==> src/rtl/seg7_pkg.sv <==
// seg7_pkg: shared types and constants for the 7-segment scan controller.
// Segment patterns are in {g,f,e,d,c,b,a} order, active-high.
package seg7_pkg;

  // One BCD digit.
  typedef logic [3:0] bcd_t;

  // Scan FSM: all-off gap between digits, or one digit lit.
  typedef enum logic {
    ST_GAP = 1'b0,
    ST_ON  = 1'b1
  } st_e;

  localparam logic [6:0] SEG_0     = 7'h3F;
  localparam logic [6:0] SEG_1     = 7'h06;
  localparam logic [6:0] SEG_2     = 7'h5B;
  localparam logic [6:0] SEG_3     = 7'h4F;
  localparam logic [6:0] SEG_4     = 7'h66;
  localparam logic [6:0] SEG_5     = 7'h6D;
  localparam logic [6:0] SEG_6     = 7'h7D;
  localparam logic [6:0] SEG_7     = 7'h07;
  localparam logic [6:0] SEG_8     = 7'h7F;
  localparam logic [6:0] SEG_9     = 7'h6F;
  localparam logic [6:0] SEG_BLANK = 7'h00;

  // Larger of two non-negative integers; sizes the shared cycle counter.
  function automatic int max_int(input int a, input int b);
    return (a > b) ? a : b;
  endfunction

endpackage

==> src/rtl/seg7_decode.sv <==
// seg7_decode: combinational BCD to segment pattern. Codes 10..15 are blank.
module seg7_decode
  import seg7_pkg::*;
(
  input  bcd_t       bcd_i,
  output logic [6:0] seg_o
);

  // Table lookup of the segment pattern for one digit.
  always_comb begin
    seg_o = SEG_BLANK;
    case (bcd_i)
      4'd0:    seg_o = SEG_0;
      4'd1:    seg_o = SEG_1;
      4'd2:    seg_o = SEG_2;
      4'd3:    seg_o = SEG_3;
      4'd4:    seg_o = SEG_4;
      4'd5:    seg_o = SEG_5;
      4'd6:    seg_o = SEG_6;
      4'd7:    seg_o = SEG_7;
      4'd8:    seg_o = SEG_8;
      4'd9:    seg_o = SEG_9;
      default: seg_o = SEG_BLANK;
    endcase
  end

endmodule

==> src/rtl/seg7_scan_ctrl.sv <==
// seg7_scan_ctrl: time-multiplexed scan of NDIG common-anode digits.
// A shadow register takes new values on 'load'; they reach the displayed
// (active) register only at the frame wrap, so a frame never mixes values.
// Optional macro SEG7_LZB_EN: leading-zero blanking of digits 1..NDIG-1.
//
// Internally idx names the digit that is lit (ON) or about to be lit (GAP).
// GAP with idx=0 is therefore the end of digit NDIG-1's slot, which is the
// frame boundary: the frame pulse is raised there and the commit happens on
// the GAP->ON edge that leaves it.
module seg7_scan_ctrl
  import seg7_pkg::*;
#(
  parameter int NDIG  = 4,
  parameter int DWELL = 50000,
  parameter int GAP   = 500
) (
  input  logic              clk,
  input  logic              rst,
  input  logic              en,
  input  logic              load,
  input  logic [4*NDIG-1:0] data_in,
  output logic [6:0]        seg,
  output logic [NDIG-1:0]   an,
  output logic              pending,
  output logic              frame,
  output st_e               dbg_state
);

  localparam int CW = $clog2(max_int(DWELL, GAP) + 1);
  localparam int IW = $clog2(NDIG);

  localparam logic [CW-1:0] DWELL_LAST = CW'(DWELL - 1);
  localparam logic [CW-1:0] GAP_LAST   = CW'(GAP - 1);
  localparam logic [IW-1:0] IDX_LAST   = IW'(NDIG - 1);

  st_e               st_q, st_d;
  logic [CW-1:0]     cnt_q, cnt_d;
  logic [IW-1:0]     idx_q, idx_d;
  logic              scanned_q, scanned_d;
  logic              commit;

  logic [4*NDIG-1:0] active_q, active_d;
  logic [4*NDIG-1:0] shadow_q, shadow_d;
  logic              pending_q, pending_d;

  logic [NDIG-1:0]   an_q, an_d;
  logic [6:0]        seg_q, seg_d;
  logic              frame_q, frame_d;

  bcd_t              digit_d;
  logic [6:0]        digit_seg;
  logic              blank_d;

  // Next scan state: dwell/gap counting, digit advance, and frame-wrap commit.
  // scanned_q marks that a digit has been lit since reset or enable, so the
  // start-up GAP never raises a frame pulse.
  always_comb begin
    st_d      = st_q;
    cnt_d     = cnt_q + CW'(1);
    idx_d     = idx_q;
    scanned_d = scanned_q;
    commit    = 1'b0;
    if (!en) begin
      st_d      = ST_GAP;
      cnt_d     = '0;
      idx_d     = '0;
      scanned_d = 1'b0;
      commit    = 1'b1;
    end else begin
      case (st_q)
        ST_ON: begin
          scanned_d = 1'b1;
          if (cnt_q == DWELL_LAST) begin
            st_d  = ST_GAP;
            cnt_d = '0;
            idx_d = (idx_q == IDX_LAST) ? '0 : idx_q + IW'(1);
          end
        end
        ST_GAP: begin
          if (cnt_q == GAP_LAST) begin
            st_d   = ST_ON;
            cnt_d  = '0;
            commit = (idx_q == '0);
          end
        end
        default: begin
          st_d  = ST_GAP;
          cnt_d = '0;
          idx_d = '0;
        end
      endcase
    end
  end

  // Shadow/active registers: commit uses the old shadow, then a load on the
  // same edge refills the shadow and keeps pending set.
  always_comb begin
    active_d  = active_q;
    shadow_d  = shadow_q;
    pending_d = pending_q;
    if (commit && pending_q) begin
      active_d  = shadow_q;
      pending_d = 1'b0;
    end
    if (load) begin
      shadow_d  = data_in;
      pending_d = 1'b1;
    end
  end

  assign digit_d = active_d[{idx_d, 2'b00} +: 4];

  seg7_decode u_decode (
    .bcd_i (digit_d),
    .seg_o (digit_seg)
  );

`ifdef SEG7_LZB_EN
  logic [4*NDIG-1:0] upper_d;
  // A digit above 0 is blanked when it and every higher digit are zero.
  always_comb begin
    upper_d = active_d >> {idx_d, 2'b00};
    blank_d = (idx_d != '0) && (upper_d == '0);
  end
`else
  // Every digit is shown, leading zeros included.
  always_comb begin
    blank_d = 1'b0;
  end
`endif

  // Registered pin values derived from the next state so they move with it.
  always_comb begin
    an_d    = '1;
    seg_d   = SEG_BLANK;
    frame_d = en && scanned_q && (st_d == ST_GAP) && (idx_d == '0) &&
              (cnt_d == GAP_LAST);
    if ((st_d == ST_ON) && !blank_d) begin
      an_d  = ~(NDIG'(1) << idx_d);
      seg_d = digit_seg;
    end
  end

  // State and output registers, cleared asynchronously.
  always_ff @(posedge clk or posedge rst) begin
    if (rst) begin
      st_q      <= ST_GAP;
      cnt_q     <= '0;
      idx_q     <= '0;
      scanned_q <= 1'b0;
      active_q  <= '0;
      shadow_q  <= '0;
      pending_q <= 1'b0;
      an_q      <= '1;
      seg_q     <= SEG_BLANK;
      frame_q   <= 1'b0;
    end else begin
      st_q      <= st_d;
      cnt_q     <= cnt_d;
      idx_q     <= idx_d;
      scanned_q <= scanned_d;
      active_q  <= active_d;
      shadow_q  <= shadow_d;
      pending_q <= pending_d;
      an_q      <= an_d;
      seg_q     <= seg_d;
      frame_q   <= frame_d;
    end
  end

  assign an        = an_q;
  assign seg       = seg_q;
  assign pending   = pending_q;
  assign frame     = frame_q;
  assign dbg_state = st_q;

endmodule
==> config.mk <==
export PLATFORM = sky130hd
export DESIGN_NAME = seg7_scan_ctrl
export DESIGN_NICKNAME = d
export VERILOG_FILES = /design/src/rtl/seg7_pkg.sv /design/src/rtl/seg7_decode.sv /design/src/rtl/seg7_scan_ctrl.sv
export SDC_FILE = /design/constraint.sdc
export NUM_CORES = 1
export LEC_CHECK = 0
export BUFFER_PORTS_ARGS = -buffer_cell sky130_fd_sc_hd__buf_2
export CORE_UTILIZATION = 40
export DETAILED_ROUTE_END_ITERATION = 6
export GPL_ROUTABILITY_DRIVEN = 0
export PLACE_DENSITY = 0.6
export SETUP_SLACK_MARGIN = 0.4
export SYNTH_ARGS = -nofsm -noshare
export SYNTH_HDL_FRONTEND = slang
export SYNTH_SLANG_ARGS = --single-unit
==> constraint.sdc <==
create_clock -name clk -period 7.1 [get_ports clk]
set_input_delay 1.065 -clock clk [delete_from_list [all_inputs] [get_ports clk]]
set_output_delay 1.065 -clock clk [all_outputs]
set_load 0.01 [all_outputs]
---- Word level (Yosys, flattened, before mapping) ----
Memories as Yosys holds them, arrays and structs flattened.
Cells that the tools add are included.
operators by class
  muxes and demuxes ....................... 22
  bitwise logic cells ..................... 3
  reduce and logical (&&, ||, !) cells .... 8
  div/mod/pow operators ................... 0
  multipliers ............................. 0
  add/subtract/negate cells ............... 2
  shift operators ......................... 2
  equal/unequal tests ..................... 5
  order comparisons ....................... 0
operators by type and width
  cell                   count
  $mux 16                4
  $eq 16x9->1 const B    2
  $pmux 16 s2            1
  $add 16x1->16 const B  1
  $eq 16x16->1 const B   1
  $shiftx 16x5->4        1
  $mux 1                 10
  $mux 2                 4
  $mux 7                 1
  $logic_and 1x1->1      5
  $logic_not 2->1        2
  $mux 4                 1
  $not 4->4              1
  $shl 1x2->4 const A    1
  $add 2x1->2 const B    1
  $eq 2x2->1 const B     1
  $ne 2x1->1 const B     1
  $not 1->1              2
  $pmux 1 s2             1
  $reduce_bool 2->1      1
word-level totals
  bits in registers ....................... 65
  memory bits (writable) .................. 0
  latch bits .............................. 0
  bits of input ports ..................... 20
  memory bits (read-only) ................. 112
  memories kept ........................... 1
memories
  name             depth  bits a word  read ports  clocked after Yosys merged registers in  write ports  RTL line           text
  (no name shown)  16     7            1           0                                        0            seg7_decode.sv:12  case (bcd_i)

---- Logic depth before layout (Yosys ltp) ----
An unclocked memory read counts as a cell.
  word-level depth ........................ 9
  mapped depth ............................ 15
  gate-level depth less buffers ........... 13

---- By module ----
A second synthesis with hierarchy kept.
unflattened totals
  cell total of the unflattened synthesis .. 326
  area total of the unflattened synthesis .. 3863.7 sq um
modules (own cells, without submodules)
  module          cells an instance  times used  area an instance (sq um)
  seg7_scan_ctrl  298                1           3644.7
  seg7_decode     28                 1           219.0

---- Least setup slack after synthesis ----
No wires, ideal clock.
  path kind ............................... in2reg
  start point ............................. input en
  end point ............................... register seg_q[6], in the netlist seg[6]
  setup time .............................. 76 ps
  stages on the path ...................... 11
  setup slack ............................. 3444 ps
  required time ........................... 7024 ps
  arrival time ............................ 3580 ps
  cell sequence ........................... clkbuf_1 buf_2 clkbuf_1 a21boi_0 nand2b_1 mux4_2 mux2i_1 inv_1 ha_1 mux2_1 o21ai_1
between the ends
  longest elaborated chain between the ends .. 6
RTL lines
  element               RTL line               text
  start, declared       seg7_scan_ctrl.sv:19   input logic en,
  $mux 1                seg7_scan_ctrl.sv:63   if (!en) begin
  $logic_and 1x1->1     seg7_scan_ctrl.sv:101  if (commit && pending_q) begin
  $mux 16               seg7_scan_ctrl.sv:101
  $shiftx 16x5->4       seg7_scan_ctrl.sv:111  assign digit_d = active_d[{idx_d, 2'b00} +: 4];
  $mem_v2 16x7          --
  $mux 7 (*)            seg7_scan_ctrl.sv:138  if ((st_d == ST_ON) && !blank_d) begin
  net seg_d[6]          seg7_scan_ctrl.sv:47   logic [6:0] seg_q, seg_d;
  end signal, assigned  seg7_scan_ctrl.sv:166  seg_q <= seg_d;
  end, declared         seg7_scan_ctrl.sv:47
The timed path passes the listed nets; every way through them passes the cells marked *.
A chain may end at the register's enable or synchronous reset.

---- Final worst setup path ----
  start point ............................. register cnt_q[9]
  end point ............................... register seg_q[6], in the netlist seg[6]
between the ends
  longest elaborated chain between the ends .. 9
RTL lines
  element                 RTL line               text
  start, declared         seg7_scan_ctrl.sv:37   logic [CW-1:0] cnt_q, cnt_d;
  start signal, assigned  seg7_scan_ctrl.sv:159  cnt_q <= cnt_d;
  $eq 16x9->1             seg7_scan_ctrl.sv:80   if (cnt_q == GAP_LAST) begin
  $mux 1                  seg7_scan_ctrl.sv:80
  $mux 1                  seg7_scan_ctrl.sv:70   case (st_q)
  $mux 1                  seg7_scan_ctrl.sv:63
  $logic_and 1x1->1       seg7_scan_ctrl.sv:101
  $mux 16                 seg7_scan_ctrl.sv:101
  $shiftx 16x5->4         seg7_scan_ctrl.sv:111
  $mem_v2 16x7            --
  $mux 7 (*)              seg7_scan_ctrl.sv:138
  net seg_d[6]            seg7_scan_ctrl.sv:47
Marked as above.

==> run metrics <==
status=finished clean; DRT Pass-1 Iters=4; crit-path cells=or4_1, and4bb_1, a21boi_0, nand2b_1, mux4_2, mux2i_1, inv_1, ha_1, mux2_1, o21ai_1; DPL Wire Length=4.88 mm; setup TNS=0 ns; post-synthesis compound-gate area fraction=10.6%; TritonCTS buffer count=9; Clock Pin Slew Worst Setup and Hold Paths=0.07 ns; Top delay family on crit path=simple AND/OR/NAND/NOR gates; via count=2645; Post-Syn Area=0.00351 mm²; Placement Cell Area=0.00373 mm²; post-route ant nets=0; WP depth=10; crit path buf inv count=1; reg2reg start=cnt_q[9]; Hold Vio Cnt, Final=0; Syn Area/Cell=10.0 µm²; Crit Path Class=register to register; pwr/cell area=220 mW/mm²; Synth Flop Type=dfrtp_1; metal2 WL=3.39 mm; Slew Limit Fails=0; max_cap viols=0; flops & latches, synth=65; H-Tree Depth=3; CTS tree=yes; Root Buffer=clkbuf_8; Die W=95.7 µm; crit path DAT=4.43 ns; slowest CP cell=and4bb_1; largest family of logic cells by synthesized area=simple AND/OR/NAND/NOR gates; vias in the first global route=2613; met3 wire length=365 µm; Post-Synth Adder-Cell Area=2.85%; Post-synth EDFFs=0; via/cell ratio=5.42; Max Buffers Root-to-Sink=2; R2R depth=10; Post-Syn Instances=350; Detailed Route Iter0 Violations=102; slowest stage delay, CP=0.95 ns; maximum vdd drop=0.0829 mV; Period Utilization, post-route=58.6%; YS warnings=0; wire length per cell=15.2 µm; initial antenna violation count=0; end of the critical path=seg[6]; fin crit period=4.16 ns; Fin Clk Skew=0.0109 ns; die height=95.7 µm; Top Layer Used=met4; CTS Sinks=65; IO buf count=33; slew margin rel.=34.6%; drt drc=0; Power, Total=868 µW; # rows=33; crit path from=cnt_q[9]; total track usage=18.4%; simple-gate area share of the yosys netlist=19.7%; RSZ-0062 raised after global routing=no; Skew-Pair Late Insertion Delay=0.34 ns; final wirelength=7.40 mm; setup bufs post-CTS=0; syn_nets=378; post-synthesis sequential area ratio=46.4%; Final setup viols=0; initial core utilization=42.1%; CTS Hold Buffers Added=0; met1 wire length=3.56 mm; hold_ws=0.488 ns; FMAX=0.240 GHz; Area Overhead vs Synth=12.1%; reg2reg end=seg[6]; post-synthesis xor/xnor area fraction=3.99%; die area=0.00917 mm²; flop-to-flop setup slack=2.94 ns; final layout net count=406; # IOs=34; post-synthesis cell type count=45; Async S/R FF share, synth=100%; # diodes=0; startpoint types=register; min-delay worst type=register to register; Crit Path Max Fanout=28; multiplexer share of the synthesized area=12.3%; Core Footprint=0.00834 mm²; Static Leak=1.76 nW; Post-Place Setup Slack=2.96 ns; largest net degree at the start of global routing=66; setup slack after layout=2.94 ns; first-pass GRT wire length=12.7 mm; worst slew pin tran=0.982 ns; Crit. End Element=register; global route total overflow=0; Resized Gates After CTS=0; design area=0.00394 mm²; layout cells sized above 1=22.2%; worst endpoint required time=7.36 ns
-- metal layers --
layer,up-vias,global-route usage (%)
met5,-,0
met4,0,6.47
met3,8,4.34
met2,65,28.2
met1,1274,25.6
li1,1298,-
-- cell usage after synthesis, types with 3 or more instances --
cell	n	area share, %
a21o_1	4	0.85
a21oi_1	15	2.1
and3_1	8	1.4
buf_6	3	0.96
clkbuf_1	13	1.4
dfrtp_1	61	43
dfstp_2	4	3.0
ha_1	8	2.8
inv_1	14	1.5
mux2_2	24	7.7
mux2_4	3	1.3
mux2i_1	6	1.7
nand2_1	39	4.2
nand3_1	25	3.6
nand3b_1	14	3.0
nand4_1	3	0.53
nand4b_1	3	0.75
nor2_1	22	2.3
nor3_1	4	0.57
o211ai_1	13	2.8
o21ai_0	12	1.7
o21ai_1	3	0.43
or3_1	5	0.89
xnor2_1	8	2.0
xor2_1	8	2.0
-- kinds of logic after synthesis --
group	count (synthesis)
and+or+nand+nor	134
AOI/OAI and AO/OA	59
xor gates and xnor gates	16
DFF	65
muxes	36
adders and majority gates	8
buffers and inverters	32
-- cell usage in the layout (no fill, tap or decap), types with 12 or more instances in the layout --
master and n:
nand3_1 25, nand3b_1 14, buf_2 33, clkbuf_8 12, o21ai_0 12, o211ai_1 13
a21oi_1 15, nand2_1 39, inv_1 13, mux2_2 24, dfrtp_1 61, nor2_1 22
-- how the worst min path moves through the flow --
stage / depth (start not counted) / start / to
after global placement: 1 / scanned_q / scanned_q
final: 1 / scanned_q / scanned_q
after detailed placement: 1 / scanned_q / scanned_q
after global routing: 1 / scanned_q / scanned_q
after floorplan: 1 / scanned_q / scanned_q
after CTS: 1 / scanned_q / scanned_q
-- flip-flops by register name, summed over array words and instances, names as in the netlist --
signal and count:
active_q 16, an 4, cnt_q 16, dbg_state 1, frame 1, idx_q 2
pending 1, scanned_q 1, seg 7, shadow_q 16
-- power breakdown --
group / switching [mW] / internal (mW)
clock network: 0.137 / 0.191
logic: 0.0639 / 0.0553
registers: 0.0223 / 0.398
total: 0.224 / 0.644
-- area by class of cell --
cell class	count	area [µm²]
Fill cell	827	4400
Multi-Input combinational cell	253	1740
Sequential cell	65	1630
Timing Repair Buffer	35	180
Clock buffer	14	173
Tap cell	105	131
Inverter	14	52.6
Clock inverter	2	35.0
-- metrics by stage --
step                instances  util (%)
floorplan                 350         -
global placement          472      44.8
detailed placement        472      44.8
CTS                       488      47.3
global route              488      47.3
finish                    488      47.3
-- worst register-to-register path: cells and delay by family (launching register included) --
kind                     cells  cell delay [ns]
multiplexers                 3             1.01
buffers and inverters        1             0.14
AND/OR/NAND/NOR              3             1.79
flip-flops                   1             0.45
adder cells (fa/ha/maj)      1             0.24
AO/OA/AOI/OAI                2             0.48
Note: power is estimated with default switching activity, not from simulation.
